### config.mk
export PLATFORM = sky130hd
export DESIGN_NAME = bsg_cam_1r1w_tag_ctrl
export DESIGN_NICKNAME = d
export VERILOG_FILES = /design/src/rtl/bsg_cam_pkg.sv /design/src/rtl/bsg_counter_clear_up.sv /design/src/rtl/bsg_decode.sv /design/src/rtl/bsg_encode_one_hot.sv /design/src/rtl/bsg_priority_encode.sv /design/src/rtl/bsg_cam_1r1w_tag_ctrl.sv
export SDC_FILE = /design/constraint.sdc
export NUM_CORES = 1
export LEC_CHECK = 0
export BUFFER_PORTS_ARGS = -buffer_cell sky130_fd_sc_hd__buf_2
export CORE_MARGIN = 2
export CORE_UTILIZATION = 40
export DETAILED_ROUTE_END_ITERATION = 10
export PLACE_DENSITY = 0.68
export SLEW_MARGIN = 10
export SYNTH_ARGS = -nofsm -noshare
export SYNTH_HDL_FRONTEND = slang
export SYNTH_HIERARCHICAL = 1
export SYNTH_SLANG_ARGS = --single-unit
### constraint.sdc
create_clock -name clk_i -period 2.5 [get_ports clk_i]
set_input_delay 0 -clock clk_i [delete_from_list [all_inputs] [get_ports clk_i]]
set_output_delay 0 -clock clk_i [all_outputs]
set_load 0.02 [all_outputs]
### src/rtl/bsg_cam_pkg.sv
// Shared types for the tag CAM command sequencer: command opcodes and FSM states.
package bsg_cam_pkg;

   typedef enum logic [1:0] {
      e_cam_insert = 2'd0,
      e_cam_remove = 2'd1,
      e_cam_flush  = 2'd2
   } bsg_cam_op_e;

   typedef enum logic [1:0] {
      eIDLE   = 2'd0,
      eLOOKUP = 2'd1,
      eWRITE  = 2'd2,
      eFLUSH  = 2'd3
   } bsg_cam_state_e;

endpackage

### src/rtl/bsg_counter_clear_up.sv
// Up counter with synchronous clear that wraps from max_val_p back to zero.
module bsg_counter_clear_up #(
   parameter int max_val_p = 3,
   localparam int width_lp = (max_val_p > 1) ? $clog2(max_val_p + 1) : 1
) (
   input  logic                clk,
   input  logic                reset,
   input  logic                clear,
   input  logic                up,
   output logic [width_lp-1:0] count
);

   logic [width_lp-1:0] count_reg;
   logic [width_lp-1:0] count_next;

   always_comb begin
      count_next = clear ? '0 : count_reg;
      if (up) begin
         count_next = (count_next == width_lp'(max_val_p)) ? '0 : count_next + width_lp'(1);
      end
   end

   always_ff @(posedge clk) begin
      if (reset) begin
         count_reg <= '0;
      end else begin
         count_reg <= count_next;
      end
   end

   assign count = count_reg;

endmodule

### src/rtl/bsg_decode.sv
// Binary index to one-hot vector.
module bsg_decode #(
   parameter int num_out_p = 4,
   localparam int lg_num_lp = (num_out_p > 1) ? $clog2(num_out_p) : 1
) (
   input  logic [lg_num_lp-1:0] i,
   output logic [num_out_p-1:0] o
);

   for (genvar gi = 0; gi < num_out_p; gi++) begin : g_out
      assign o[gi] = (i == lg_num_lp'(gi));
   end

endmodule

### src/rtl/bsg_encode_one_hot.sv
// Binary index of a one-hot vector; the result is only meaningful when at most one bit is set.
module bsg_encode_one_hot #(
   parameter int width_p = 4,
   localparam int lg_width_lp = (width_p > 1) ? $clog2(width_p) : 1
) (
   input  logic [width_p-1:0]     i,
   output logic [lg_width_lp-1:0] addr,
   output logic                   v
);

   // OR of the indices of all set bits: no priority chain needed for one-hot input.
   always_comb begin
      addr = '0;
      for (int k = 0; k < width_p; k++) begin
         if (i[k]) begin
            addr = addr | lg_width_lp'(k);
         end
      end
   end

   assign v = |i;

endmodule

### src/rtl/bsg_priority_encode.sv
// Index of the lowest set bit of a vector, plus an any-bit-set flag.
module bsg_priority_encode #(
   parameter int width_p = 4,
   localparam int lg_width_lp = (width_p > 1) ? $clog2(width_p) : 1
) (
   input  logic [width_p-1:0]     i,
   output logic [lg_width_lp-1:0] addr,
   output logic                   v
);

   // Scan high to low so the lowest set bit is the last one to win.
   always_comb begin
      addr = '0;
      for (int k = width_p - 1; k >= 0; k--) begin
         if (i[k]) begin
            addr = lg_width_lp'(k);
         end
      end
   end

   assign v = |i;

endmodule

### src/rtl/bsg_cam_1r1w_tag_ctrl.sv
// Serializes insert/remove/flush into lookup-then-write sequences on a 1r1w tag CAM,
// sharing the array read port with an external lookup requester.
module bsg_cam_1r1w_tag_ctrl
   import bsg_cam_pkg::*;
#(
   parameter int width_p = 8,
   parameter int els_p   = 4,
   localparam int lg_els_lp = (els_p > 1) ? $clog2(els_p) : 1
) (
   input  logic                 clk_i,
   input  logic                 reset_i,

   input  logic                 cmd_v_i,
   output logic                 cmd_ready_o,
   input  logic [1:0]           cmd_op_i,
   input  logic [width_p-1:0]   cmd_tag_i,

   output logic                 done_v_o,
   output logic                 done_hit_o,
   output logic                 done_evict_o,
   output logic [lg_els_lp-1:0] done_idx_o,

   input  logic                 lk_v_i,
   input  logic [width_p-1:0]   lk_tag_i,
   output logic                 lk_ready_o,
   output logic [els_p-1:0]     lk_match_o,

   output logic [els_p-1:0]     tag_w_v_o,
   output logic                 tag_w_set_not_clear_o,
   output logic [width_p-1:0]   tag_w_tag_o,
   input  logic [els_p-1:0]     tag_w_empty_i,

   output logic                 tag_r_v_o,
   output logic [width_p-1:0]   tag_r_tag_o,
   input  logic [els_p-1:0]     tag_r_match_i
);

   bsg_cam_state_e state_reg, state_next;

   logic [1:0]           op_reg;
   logic [width_p-1:0]   tag_reg;
   logic [els_p-1:0]     match_reg;
   logic [els_p-1:0]     empty_reg;

   logic                 done_v_reg,     done_v_next;
   logic                 done_hit_reg,   done_hit_next;
   logic                 done_evict_reg, done_evict_next;
   logic [lg_els_lp-1:0] done_idx_reg,   done_idx_next;

   logic                 latch_cmd;
   logic [els_p-1:0]     w_v;
   logic                 w_set;
   logic                 rr_up, rr_clear;
   logic                 flush_up, flush_clear;

   logic [lg_els_lp-1:0] rr_ptr;
   logic [lg_els_lp-1:0] flush_cnt;
   logic [lg_els_lp-1:0] lowest_empty_idx;
   logic                 empty_any;
   logic [lg_els_lp-1:0] match_idx;
   logic                 match_any;
   logic [lg_els_lp-1:0] dec_idx;
   logic [els_p-1:0]     dec_onehot;

   bsg_priority_encode #(.width_p(els_p)) lowest_empty (
      .i    (empty_reg),
      .addr (lowest_empty_idx),
      .v    (empty_any)
   );

   bsg_encode_one_hot #(.width_p(els_p)) match_enc (
      .i    (match_reg),
      .addr (match_idx),
      .v    (match_any)
   );

   // One decoder serves both the flush walk and the insert target slot.
   assign dec_idx = (state_reg == eFLUSH) ? flush_cnt
                  : (empty_any ? lowest_empty_idx : rr_ptr);

   bsg_decode #(.num_out_p(els_p)) write_dec (
      .i (dec_idx),
      .o (dec_onehot)
   );

   bsg_counter_clear_up #(.max_val_p(els_p - 1)) rr_counter (
      .clk   (clk_i),
      .reset (reset_i),
      .clear (rr_clear),
      .up    (rr_up),
      .count (rr_ptr)
   );

   bsg_counter_clear_up #(.max_val_p(els_p - 1)) flush_counter (
      .clk   (clk_i),
      .reset (reset_i),
      .clear (flush_clear),
      .up    (flush_up),
      .count (flush_cnt)
   );

   assign cmd_ready_o = (state_reg == eIDLE) & ~reset_i;

   always_comb begin
      state_next      = state_reg;
      latch_cmd       = 1'b0;
      w_v             = '0;
      w_set           = 1'b0;
      rr_up           = 1'b0;
      rr_clear        = 1'b0;
      flush_up        = 1'b0;
      flush_clear     = 1'b0;
      done_v_next     = 1'b0;
      done_hit_next   = 1'b0;
      done_evict_next = 1'b0;
      done_idx_next   = '0;

      case (state_reg)
         eIDLE: begin
            if (cmd_v_i & cmd_ready_o) begin
               latch_cmd = 1'b1;
               if (cmd_op_i == e_cam_flush) begin
                  flush_clear = 1'b1;
                  state_next  = eFLUSH;
               end else begin
                  state_next  = eLOOKUP;
               end
            end
         end

         eLOOKUP: begin
            state_next = eWRITE;
         end

         eWRITE: begin
            state_next  = eIDLE;
            done_v_next = 1'b1;
            if (op_reg == e_cam_remove) begin
               if (match_any) begin
                  w_v           = match_reg;
                  done_hit_next = 1'b1;
                  done_idx_next = match_idx;
               end
            end else if (op_reg == e_cam_insert) begin
               if (match_any) begin
                  done_hit_next = 1'b1;
                  done_idx_next = match_idx;
               end else begin
                  w_v           = dec_onehot;
                  w_set         = 1'b1;
                  done_idx_next = dec_idx;
                  if (!empty_any) begin
                     done_evict_next = 1'b1;
                     rr_up           = 1'b1;
                  end
               end
            end
            // Illegal opcode falls through here: a completion with no write.
         end

         eFLUSH: begin
            w_v      = dec_onehot;
            flush_up = 1'b1;
            if (flush_cnt == lg_els_lp'(els_p - 1)) begin
               state_next    = eIDLE;
               rr_clear      = 1'b1;
               done_v_next   = 1'b1;
               done_idx_next = lg_els_lp'(els_p - 1);
            end
         end

         default: begin
            state_next = eIDLE;
         end
      endcase
   end

   always_ff @(posedge clk_i) begin
      if (reset_i) begin
         state_reg      <= eIDLE;
         op_reg         <= '0;
         tag_reg        <= '0;
         match_reg      <= '0;
         empty_reg      <= '0;
         done_v_reg     <= 1'b0;
         done_hit_reg   <= 1'b0;
         done_evict_reg <= 1'b0;
         done_idx_reg   <= '0;
      end else begin
         state_reg  <= state_next;
         done_v_reg <= done_v_next;
         if (latch_cmd) begin
            op_reg  <= cmd_op_i;
            tag_reg <= cmd_tag_i;
         end
         if (state_reg == eLOOKUP) begin
            match_reg <= tag_r_match_i;
            empty_reg <= tag_w_empty_i;
         end
         if (done_v_next) begin
            done_hit_reg   <= done_hit_next;
            done_evict_reg <= done_evict_next;
            done_idx_reg   <= done_idx_next;
         end
      end
   end

   assign done_v_o     = done_v_reg;
   assign done_hit_o   = done_hit_reg;
   assign done_evict_o = done_evict_reg;
   assign done_idx_o   = done_idx_reg;

   // Gate writes with reset so an aborted command leaves nothing half-written.
   assign tag_w_v_o             = w_v & {els_p{~reset_i}};
   assign tag_w_set_not_clear_o = w_set & ~reset_i;
   assign tag_w_tag_o           = tag_reg;

   assign tag_r_v_o   = (state_reg == eLOOKUP) ? 1'b1    : lk_v_i;
   assign tag_r_tag_o = (state_reg == eLOOKUP) ? tag_reg : lk_tag_i;
   assign lk_ready_o  = (state_reg != eLOOKUP) & ~reset_i;
   assign lk_match_o  = tag_r_match_i & {els_p{lk_ready_o}};

   a_write_onehot: assert property (@(posedge clk_i) disable iff (reset_i) $onehot0(tag_w_v_o));
   a_match_onehot: assert property (@(posedge clk_i) disable iff (reset_i) $onehot0(match_reg));
   a_legal_op:     assert property (@(posedge clk_i) disable iff (reset_i)
                                    (cmd_v_i & cmd_ready_o) |-> (cmd_op_i != 2'd3));

endmodule

==> run summary, run 1 <==
result of the run - finished, final reports clean
ys flop type - dfxtp_1
post-synthesis to final-layout area growth - 39.6%
residual overflow from global routing - 0
insertion delay to the later sink of the worst-skew pair - 0.27 ns
Antenna Violating Nets Remaining - 0
number of flip-flops under the largest register name - 8
synthesis warning total - 6
initial drt markers - 79
data arrival time of the critical path - 2.23 ns
number of global-route vias before repair - 1394
number of antenna violations at the first check in global routing - 0
gp weighted congestion - 0.756
number of enable flip-flop cells after synthesis - 0
wire length of the first global-routing pass - 6.40 mm
Design Power - 1.28 mW
Hold Vio Cnt, Final - 0
TritonCTS clock tree - built
setup TNS - 0 ns
post-placement cell area - 1900 um^2
sink count of the clock tree - 29
unique cell type count in the Yosys netlist - 41
Highest Clock Rate - 0.448 GHz
post-DR vias/cell - 4.90
total of max-cap violations - 0
I/O Buffers - 62
power per cell area - 585 nW/um^2
buffer type at the clock tree root - clkbuf_8
iteration count of the initial detailed-routing pass - 4
syn avg cell area - 7.70 um^2
Post-CTS Setup Bufs - 0
Tightest Pin Transition - 0.661 ns
standard-cell row count - 22
area occupied by multi-input gates - 900 um^2
beginning of the worst register-to-register path - match_reg[2]$_SDFFE_PP0P_
period utilization - 89.3%
count of inserted antenna diode cells - 0
clock edge transition at the registers on the reported setup and hold paths - 0.06 ns
global-route usage over all layers - 19.0%
Die Area - 4420 um^2
htree depth - 2
worst min-delay path class - in2reg
share of async-settable or async-resettable flops after synthesis - 0%
share of final-layout standard cells stronger than drive strength 1 - 30.2%
top-level I/O count - 63
CP Launch Point - match_reg[2]$_SDFFE_PP0P_
cell count of the worst reg-to-reg path - 6
CP Launch Type - flop
static leakage power - 1.01 nW
number of fill cells in the layout - 344
DRC violation count after routing - 0
worst relative slew slack - 55.9%
wire length per cell after detailed routing - 12.0 um
Inserted Clock Buffers - 5
maximum buffer depth of the clock tree - 2
core area - 3720 um^2
Worst IR Drop VDD - 370 uV
initial standard-cell utilization of the core - 42.1%
type of the setup path with the least slack - reg2out
sum of net half-perimeters after detailed placement - 2.67 mm
Post-Synthesis Net Count - 233
horizontal extent of the die - 66.5 um
Worst Path Required - 2.50 ns
Mapped Area - 1560 um^2
timing endpoint of the critical path - tag_w_v_o[0]
final-report max-slew violation count - 0
vias post-DR - 1612
Worst Clk Skew - 0.00307 ns
minimum setup slack among reg-to-reg paths - 0.57 ns
total setup violations reported at the end of the flow - 0
finished layout cell area - 2180 um^2
routed wire length - 3.95 mm
footprint of the flip-flops and latches - 581 um^2
RSZ-0062 raised after global routing - no
pin count of the biggest net entering global routing - 34
number of register bits inferred by synthesis - 29
sequential area share after synthesis - 37.1%
Net count, final - 310
RR Endpoint - rr_counter/count[1]$_SDFF_PP0_
Post-Synthesis Cells - 203
post-layout minimum cycle time - 2.23 ns
endpoint class of the critical path - output pin
critical path peak fanout - 4
die height - 66.5 um
worst min-delay path by stage:
| stage | slack [ns] | endpoint | startpoint | cells after the start |
|---|---|---|---|---|
| 6_report | 0.01 | match_reg[3]$_SDFFE_PP0P_ | tag_r_match_i[3] | 3 |
| 2_1_floorplan | 0.07 | flush_counter/count[1]$_SDFF_PP0_ | reset_i | 1 |
| 4_1_cts | 0.01 | match_reg[3]$_SDFFE_PP0P_ | tag_r_match_i[3] | 3 |
| 3_3_place_gp | 0.19 | tag_w_tag_o[1]$_SDFFE_PP0P_ | cmd_tag_i[1] | 3 |
| 3_5_place_dp | 0.20 | tag_w_tag_o[1]$_SDFFE_PP0P_ | cmd_tag_i[1] | 3 |
| 5_1_grt | 0.007 | match_reg[3]$_SDFFE_PP0P_ | tag_r_match_i[3] | 3 |
cells in the mapped netlist (2+ instances only):
cell | count | area share, %
dfxtp_1 | 29 | 37
a31oi_1 | 3 | 1.2
inv_1 | 6 | 1.4
a22o_1 | 4 | 2.2
xor2_1 | 2 | 1.1
nor2b_1 | 2 | 0.80
nor2b_4 | 2 | 1.8
nor4b_2 | 2 | 1.9
nor3_1 | 3 | 0.96
and2_1 | 4 | 1.6
o32ai_1 | 2 | 1.1
buf_2 | 6 | 1.9
nor3b_1 | 3 | 1.4
mux2i_1 | 3 | 1.9
xnor2_1 | 2 | 1.1
nand2b_1 | 14 | 5.6
or2_1 | 2 | 0.80
nand2_1 | 55 | 13
o21ai_0 | 12 | 3.8
a21oi_2 | 2 | 1.1
o31ai_1 | 2 | 0.96
a21oi_1 | 11 | 3.5
nor3_2 | 2 | 1.3
clkbuf_1 | 4 | 0.96
nor2_1 | 10 | 2.4
power by group:
part	total (mW)	switching [mW]	internal, mW
Clock	0.497	0.172	0.324
Combinational	0.267	0.149	0.118
Sequential	0.513	0.0255	0.488
Total	1.28	0.347	0.930
cell type report:
class,instances,area share (%)
clock buffer,7,3.96
clock inverter,1,1.38
inverter,6,1.03
multi-input combinational,156,41.2
sequential,29,26.6
tap,48,2.75
timing repair buffer,82,23.1
cell families after synthesis:
logic type,synth area share (%)
flops,37.1
buf+inv,5.28
xor+xnor,2.24
compound gates,16.9
mux,1.92
simple gates,36.5
layout by cell type, fill, tap and decap left out, drive strengths merged, types with 3 or more instances in the layout:
master | netlist | final
o21ai | 12 | 12
dlygate4sd3 | 0 | 17
a22o | 4 | 4
a31oi | 3 | 3
mux2i | 3 | 3
clkbuf | 4 | 7
nor2 | 10 | 10
nor3b | 3 | 3
dfxtp | 29 | 29
nand2b | 14 | 14
inv | 6 | 6
a21oi | 13 | 13
buf | 8 | 65
nor3 | 5 | 5
and2 | 5 | 5
nor2b | 4 | 4
nand2 | 55 | 55
layer usage:
metal  wire [um]  vias up  global-route usage [%]  part of all wire [%]
met5           0        -                       0                     0
met4          26        0                    3.83                  0.66
met3         226        3                    4.90                   5.7
met2        1870       50                    32.4                    47
met1        1830      727                    24.1                    46
li1            -      832                       -                     -
per-stage QoR:
step	std cells	hold slack (ns)	utilization, %	worst slack [ns]
floorplan	203	0.0709	-	0.692
global placement	304	0.195	51.0	0.602
detailed placement	304	0.204	51.0	0.583
CTS	329	0.0122	58.7	0.257
global route	329	0.00713	58.7	0.156
finish	329	0.0123	58.7	0.268
critical path, stage by stage, from the launching register on:
cell      delay, ns
dfxtp_1        0.32
or4_1          0.57
or3_1          0.35
a211oi_2       0.36
a22o_1         0.19
buf_2          0.15
timing repair:
action,CTS,global route
hold buffers,17,0
resized for setup,0,0
hold endpoints to repair,17,0
No activity file was read; power rests on OpenSTA's default activity.
==> run 2, diff against run 1 <==
clock period = 2.86 ns   (was 2.5 ns; I/O delays follow)
==> run 2 against run 1 <==
Clock skew rose by 0.00063 ns. Wire length increased by 3.2%. Highest routed layer unchanged. Critical path type unchanged. Largest power group unchanged. Sequential cell count unchanged. Clock-buffer cell count shrank 1. First-iteration DRC count grew 11%. Clock power is 35% lower. Setup slack gained 0.12 ns. Register-to-register slack gained 0.18 ns. Sequential power shrank 12%. Worst hold slack improved by 0.21 ns. Combinational power down 13%. Non-clock buffer count is the same.
==> run summary, run 2 (synthesis results as in run 1) <==
result of the run - finished, final reports clean (unchanged)
I/O Buffers - 62 (unchanged)
standard-cell row count - 22 (unchanged)
number of fill cells in the layout - 345 (was 344)
Hold Vio Cnt, Final - 0 (unchanged)
TritonCTS clock tree - built (unchanged)
final-report max-slew violation count - 0 (unchanged)
most frequent cells in the layout - buf_2 (62), nand2_1 (55), dfxtp_1 (29) (unchanged)
worst min-delay path class - in2reg (unchanged)
number of global-route vias before repair - 1470 (was 1394)
global-route met3 utilization - 5.74% (was 4.90%)
horizontal extent of the die - 66.5 um (unchanged)
post-DR vias/cell - 4.85 (was 4.90)
iteration count of the initial detailed-routing pass - 4 (unchanged)
met2 global-route usage - 32.6% (was 32.4%)
power per cell area - 466 nW/um^2 (was 585 nW/um^2)
insertion delay to the later sink of the worst-skew pair - 0.28 ns (was 0.27 ns)
critical path peak fanout - 12 (was 4)
Inserted Clock Buffers - 5 (unchanged)
Die Area - 4420 um^2 (unchanged)
maximum buffer depth of the clock tree - 2 (unchanged)
gp weighted congestion - 0.801 (was 0.756)
Worst Path Required - 2.86 ns (was 2.50 ns)
setup TNS - 0 ns (unchanged)
routed wire length - 4.08 mm (was 3.95 mm)
finished layout cell area - 2150 um^2 (was 2180 um^2)
GR peak layer - met2 (unchanged)
sum of net half-perimeters after detailed placement - 2.75 mm (was 2.67 mm)
post-layout minimum cycle time - 2.47 ns
initial drt markers - 88 (was 79)
worst hold slack - 0.225 ns (was 0.0123 ns)
kind of cell adding the most delay to the critical path - simple AND/OR/NAND/NOR gates (unchanged)
vias post-DR - 1595 (was 1612)
clock edge transition at the registers on the reported setup and hold paths - 0.06 ns (about the same)
core area - 3720 um^2 (unchanged)
period utilization - 86.3%
Worst IR Drop VDD - 317 uV (was 370 uV)
global-route usage over all layers - 19.6% (was 19.0%)
Design Power - 1.00 mW (was 1.28 mW)
slowest stage cell on the critical path - or4_1 (unchanged)
Worst Clk Skew - 0.00370 ns (was 0.00307 ns)
data arrival time of the critical path - 2.47 ns (was 2.23 ns)
wire length per cell after detailed routing - 12.4 um (was 12.0 um)
endpoint class of the critical path - output pin (unchanged)
total buffers and inverters traversed by the critical path - 1 (unchanged)
Inst Count DP - 303 (was 304)
Highest Clock Rate - 0.405 GHz
most common library cell in the layout ignoring fill and taps - buf_2 (unchanged)
worst relative slew slack - 54.0% (was 55.9%)
count of inserted antenna diode cells - 0 (unchanged)
maximum single-stage delay on the critical path - 0.71 ns (was 0.57 ns)
type of the setup path with the least slack - reg2out (unchanged)
share of final-layout standard cells stronger than drive strength 1 - 29.9% (was 30.2%)
die height - 66.5 um (unchanged)
RSZ-0062 raised after global routing - no (unchanged)
buffer type at the clock tree root - clkbuf_8 (unchanged)
worst setup slack after layout - 0.392 ns (was 0.268 ns)
met1 Usage GRT - 24.1% (unchanged)
Antenna Violating Nets Remaining - 0 (unchanged)
total of max-cap violations - 0 (unchanged)
static leakage power - 0.994 nW (was 1.01 nW)
htree depth - 2 (unchanged)
total setup violations reported at the end of the flow - 0 (unchanged)
post-placement cell area - 1890 um^2 (was 1900 um^2)
DP Worst Slack - 0.735 ns (was 0.583 ns)
pin count of the biggest net entering global routing - 34 (unchanged)
top-level I/O count - 63 (unchanged)
sink count of the clock tree - 29 (unchanged)
cell-by-cell trace of the critical path - or4_1 > or3_1 > a211oi_2 > a22o_1 > buf_2 (unchanged)
initial standard-cell utilization of the core - 42.1% (unchanged)
CP Launch Type - flop (unchanged)
DRC violation count after routing - 0 (unchanged)
number of antenna violations at the first check in global routing - 0 (unchanged)
Net count, final - 310 (unchanged)
wire length of the first global-routing pass - 6.60 mm (was 6.40 mm)
Tightest Pin Transition - 0.690 ns (was 0.661 ns)
utilization of the core after routing - 57.9% (was 58.7%)
post-synthesis to final-layout area growth - 37.6% (was 39.6%)
post-route non-filler standard cell count - 329 (unchanged)
number of flip-flops under the largest register name - 8 (unchanged)
residual overflow from global routing - 0 (unchanged)
-- run 2: area by class of cell --
class                           count  area, um^2  share of cell area [%]
Timing Repair Buffer               82         505                    23.5
Sequential cell                    29         581                    27.0
Tap cell                           48        60.1                    2.79
Multi-Input combinational cell    156         900                    41.8
Inverter                            6        22.5                    1.05
Clock buffer                        6        72.6                    3.37
Clock inverter                      2        10.0                   0.465
-- run 2: metal layers --
| metal | wire, um | up-vias |
|---|---|---|
| met4 | 53 | 0 |
| met5 | 0 | - |
| met3 | 255 | 6 |
| met1 | 1870 | 701 |
| met2 | 1900 | 59 |
| li1 | - | 829 |
-- run 2: worst register-to-register path, stage by stage (launching register included) --
cell and delay, ns:
dfxtp_1 0.33, or4_1 0.71, or4_4 0.56, inv_1 0.10
nand2_1 0.08, xor2_1 0.16, nor3_2 0.05
-- run 2: path summary, 6_finish.rpt --
check | to | depth (start not counted) | slack (ns) | startpoint
max | tag_w_v_o[0] | 5 | 0.39 | match_reg[2]$_SDFFE_PP0P_
min | op_reg[0]$_SDFFE_PP0P_ | 2 | 0.22 | reset_i
max reg2reg | rr_counter/count[1]$_SDFF_PP0_ | 6 | 0.75 | match_reg[2]$_SDFFE_PP0P_
min reg2reg | empty_reg[3]$_SDFFE_PP0P_ | 2 | 0.47 | empty_reg[3]$_SDFFE_PP0P_
-- run 2: what timing repair did --
item	4_1_cts	5_1_grt
gates resized for setup	0	0
setup buffers	0	0
hold endpoints to repair	17	1
hold buffers	17	1
-- run 2: report_power, final --
part	switching, mW	internal (mW)
Sequential	0.0225	0.427
Combinational	0.131	0.101
Clock	0.154	0.168
==> run 3, diff against run 2 <==
clock period = 2.75 ns   (was 2.86 ns; I/O delays follow)
==> run 3 against run 2 <==
Setup slack better by 0.044 ns. Combinational power rose by 5%. Wire length is 4.5% lower. Sequential share of layout area shrank 0.33 points. Sequential power increased by 4%. Highest routed layer unchanged. Clock-buffer cell count up 1. Die area did not move. Global-route usage down 0.97 points. First-iteration DRC count fell by 36%. Largest cell class unchanged. Sequential cell count unchanged.
==> run summary, run 3 (synthesis results as in run 1) <==
standard-cell row count - 22 (unchanged)
initial drt markers - 56 (was 88)
clock edge transition at the registers on the reported setup and hold paths - 0.06 ns (about the same)
sink count of the clock tree - 29 (unchanged)
DRC violation count after routing - 0 (unchanged)
wire length of the first global-routing pass - 6.21 mm (was 6.60 mm)
post-DR vias/cell - 4.88 (was 4.85)
global-route usage over all layers - 18.6% (was 19.6%)
maximum buffer depth of the clock tree - 2 (unchanged)
number of global-route vias before repair - 1427 (was 1470)
worst relative slew slack - 54.6% (was 54.0%)
setup TNS - 0 ns (unchanged)
power per cell area - 501 nW/um^2 (was 466 nW/um^2)
met3 wire length - 226 um (was 255 um)
number of flip-flops under the largest register name - 8 (unchanged)
cell count of the worst reg-to-reg path - 7 (was 6)
most frequent cells in the layout - buf_2 (62), nand2_1 (55), dfxtp_1 (29) (unchanged)
post-synthesis to final-layout area growth - 39.3% (was 37.6%)
buffer type at the clock tree root - clkbuf_8 (unchanged)
beginning of the worst register-to-register path - match_reg[2]$_SDFFE_PP0P_ (unchanged)
htree depth - 2 (unchanged)
share of final-layout standard cells stronger than drive strength 1 - 30.5% (was 29.9%)
residual overflow from global routing - 0 (unchanged)
total of max-cap violations - 0 (unchanged)
number of instances on the worst hold path - 2 (unchanged)
post-layout minimum cycle time - 2.31 ns
worst min-delay path class - in2reg (unchanged)
Worst IR Drop VDD - 293 uV (was 317 uV)
I/O Buffers - 62 (unchanged)
Hold Vio Cnt, Final - 0 (unchanged)
wire length per cell after detailed routing - 11.8 um (was 12.4 um)
vias post-DR - 1612 (was 1595)
CP Launch Point - match_reg[2]$_SDFFE_PP0P_ (unchanged)
CP Launch Type - flop (unchanged)
sum of met2 wire segment lengths after detailed routing - 1.88 mm (was 1.90 mm)
pin count of the biggest net entering global routing - 34 (unchanged)
Worst Clk Skew - 0.00202 ns (was 0.00370 ns)
final-report max-slew violation count - 0 (unchanged)
number of antenna violations at the first check in global routing - 0 (unchanged)
Antenna Violating Nets Remaining - 0 (unchanged)
insertion delay to the later sink of the worst-skew pair - 0.27 ns (was 0.28 ns)
endpoint class of the critical path - output pin (unchanged)
cell-by-cell trace of the critical path - or4_1 > buf_4 > or3_1 > a211oi_2 > a22o_1 > buf_2 (was or4_1 > or3_1 > a211oi_2 > a22o_1 > buf_2)
Highest Clock Rate - 0.432 GHz
top layer used by detailed routing - met4 (unchanged)
type of the setup path with the least slack - reg2out (unchanged)
Net count, final - 311 (was 310)
period utilization - 84.2%
minimum setup slack among reg-to-reg paths - 0.73 ns (was 0.75 ns)
count of inserted antenna diode cells - 0 (unchanged)
Worst Hold Endpoint - flush_counter/count[0]$_SDFF_PP0_ (was op_reg[0]$_SDFFE_PP0P_)
maximum single-stage delay on the critical path - 0.51 ns (was 0.71 ns)
top-level I/O count - 63 (unchanged)
total buffers and inverters traversed by the critical path - 2 (was 1)
utilization of the core after routing - 58.6% (was 57.9%)
TritonCTS clock tree - built (unchanged)
most common library cell in the layout ignoring fill and taps - buf_2 (unchanged)
core area - 3720 um^2 (unchanged)
Worst Path Required - 2.75 ns (was 2.86 ns)
data arrival time of the critical path - 2.31 ns (was 2.47 ns)
result of the run - finished, final reports clean (unchanged)
kind of cell adding the most delay to the critical path - simple AND/OR/NAND/NOR gates (unchanged)
Tightest Pin Transition - 0.682 ns (was 0.690 ns)
Inserted Clock Buffers - 5 (unchanged)
initial standard-cell utilization of the core - 42.1% (unchanged)
startpoint of the worst hold path - reset_i (unchanged)
horizontal extent of the die - 66.5 um (unchanged)
die height - 66.5 um (unchanged)
sum of net half-perimeters after detailed placement - 2.67 mm (was 2.75 mm)
RR Endpoint - rr_counter/count[1]$_SDFF_PP0_ (unchanged)
slowest stage cell on the critical path - or4_1 (unchanged)
static leakage power - 1.01 nW (was 0.994 nW)
Die Area - 4420 um^2 (unchanged)
number of cells on the critical path - 6 (was 5)
total setup violations reported at the end of the flow - 0 (unchanged)
iteration count of the initial detailed-routing pass - 4 (unchanged)
Design Power - 1.09 mW (was 1.00 mW)
routed wire length - 3.89 mm (was 4.08 mm)
total routed wire length on the met1 layer - 1.78 mm (was 1.87 mm)
gp weighted congestion - 0.805 (was 0.801)
critical path peak fanout - 12 (unchanged)
RSZ-0062 raised after global routing - no (unchanged)
run 3: area by class of cell:
class	instances	area [um^2]
Clock inverter	1	5.00
Timing Repair Buffer	83	513
Sequential cell	29	581
Multi-Input combinational cell	156	900
Clock buffer	7	96.3
Tap cell	48	60.1
Inverter	6	22.5
Fill cell	344	1540
run 3: repair_timing:
item                      4_1_cts  5_1_grt
gates resized for setup         0        0
hold buffers                   18        0
setup buffers                   0        0
hold endpoints to repair       18        0
run 3: layer usage:
layer  global-route usage, %  up-vias
li1                        -      835
met1                    22.3      722
met2                    31.6       53
met3                    6.25        2
met4                    5.36        0
met5                       0        -
run 3: worst max path at each step:
stage,endpoint
6_report,tag_w_v_o[1]
5_1_grt,tag_w_v_o[2]
4_1_cts,tag_w_v_o[1]
3_5_place_dp,tag_w_v_o[1]
3_3_place_gp,rr_counter/count[1]$_SDFF_PP0_
2_1_floorplan,rr_counter/count[1]$_SDFF_PP0_
run 3: through the flow:
| step | hold WS [ns] | std cells | setup slack [ns] | area, um^2 |
|---|---|---|---|---|
| after floorplan | 0.0709 | 203 | 0.942 | 1560 |
| after global placement | 0.197 | 304 | 0.754 | 1900 |
| after detailed placement | 0.206 | 304 | 0.737 | 1900 |
| after CTS | 0.214 | 330 | 0.428 | 2180 |
| after global routing | 0.235 | 330 | 0.303 | 2180 |
| final | 0.218 | 330 | 0.435 | 2180 |
run 3: power by group:
part | leakage [nW] | internal (mW) | total (mW) | switching, mW
registers | 0.237 | 0.444 | 0.467 | 0.0232
clock network | 0.0542 | 0.226 | 0.380 | 0.154
logic | 0.718 | 0.108 | 0.244 | 0.136
total | 1.01 | 0.777 | 1.09 | 0.313
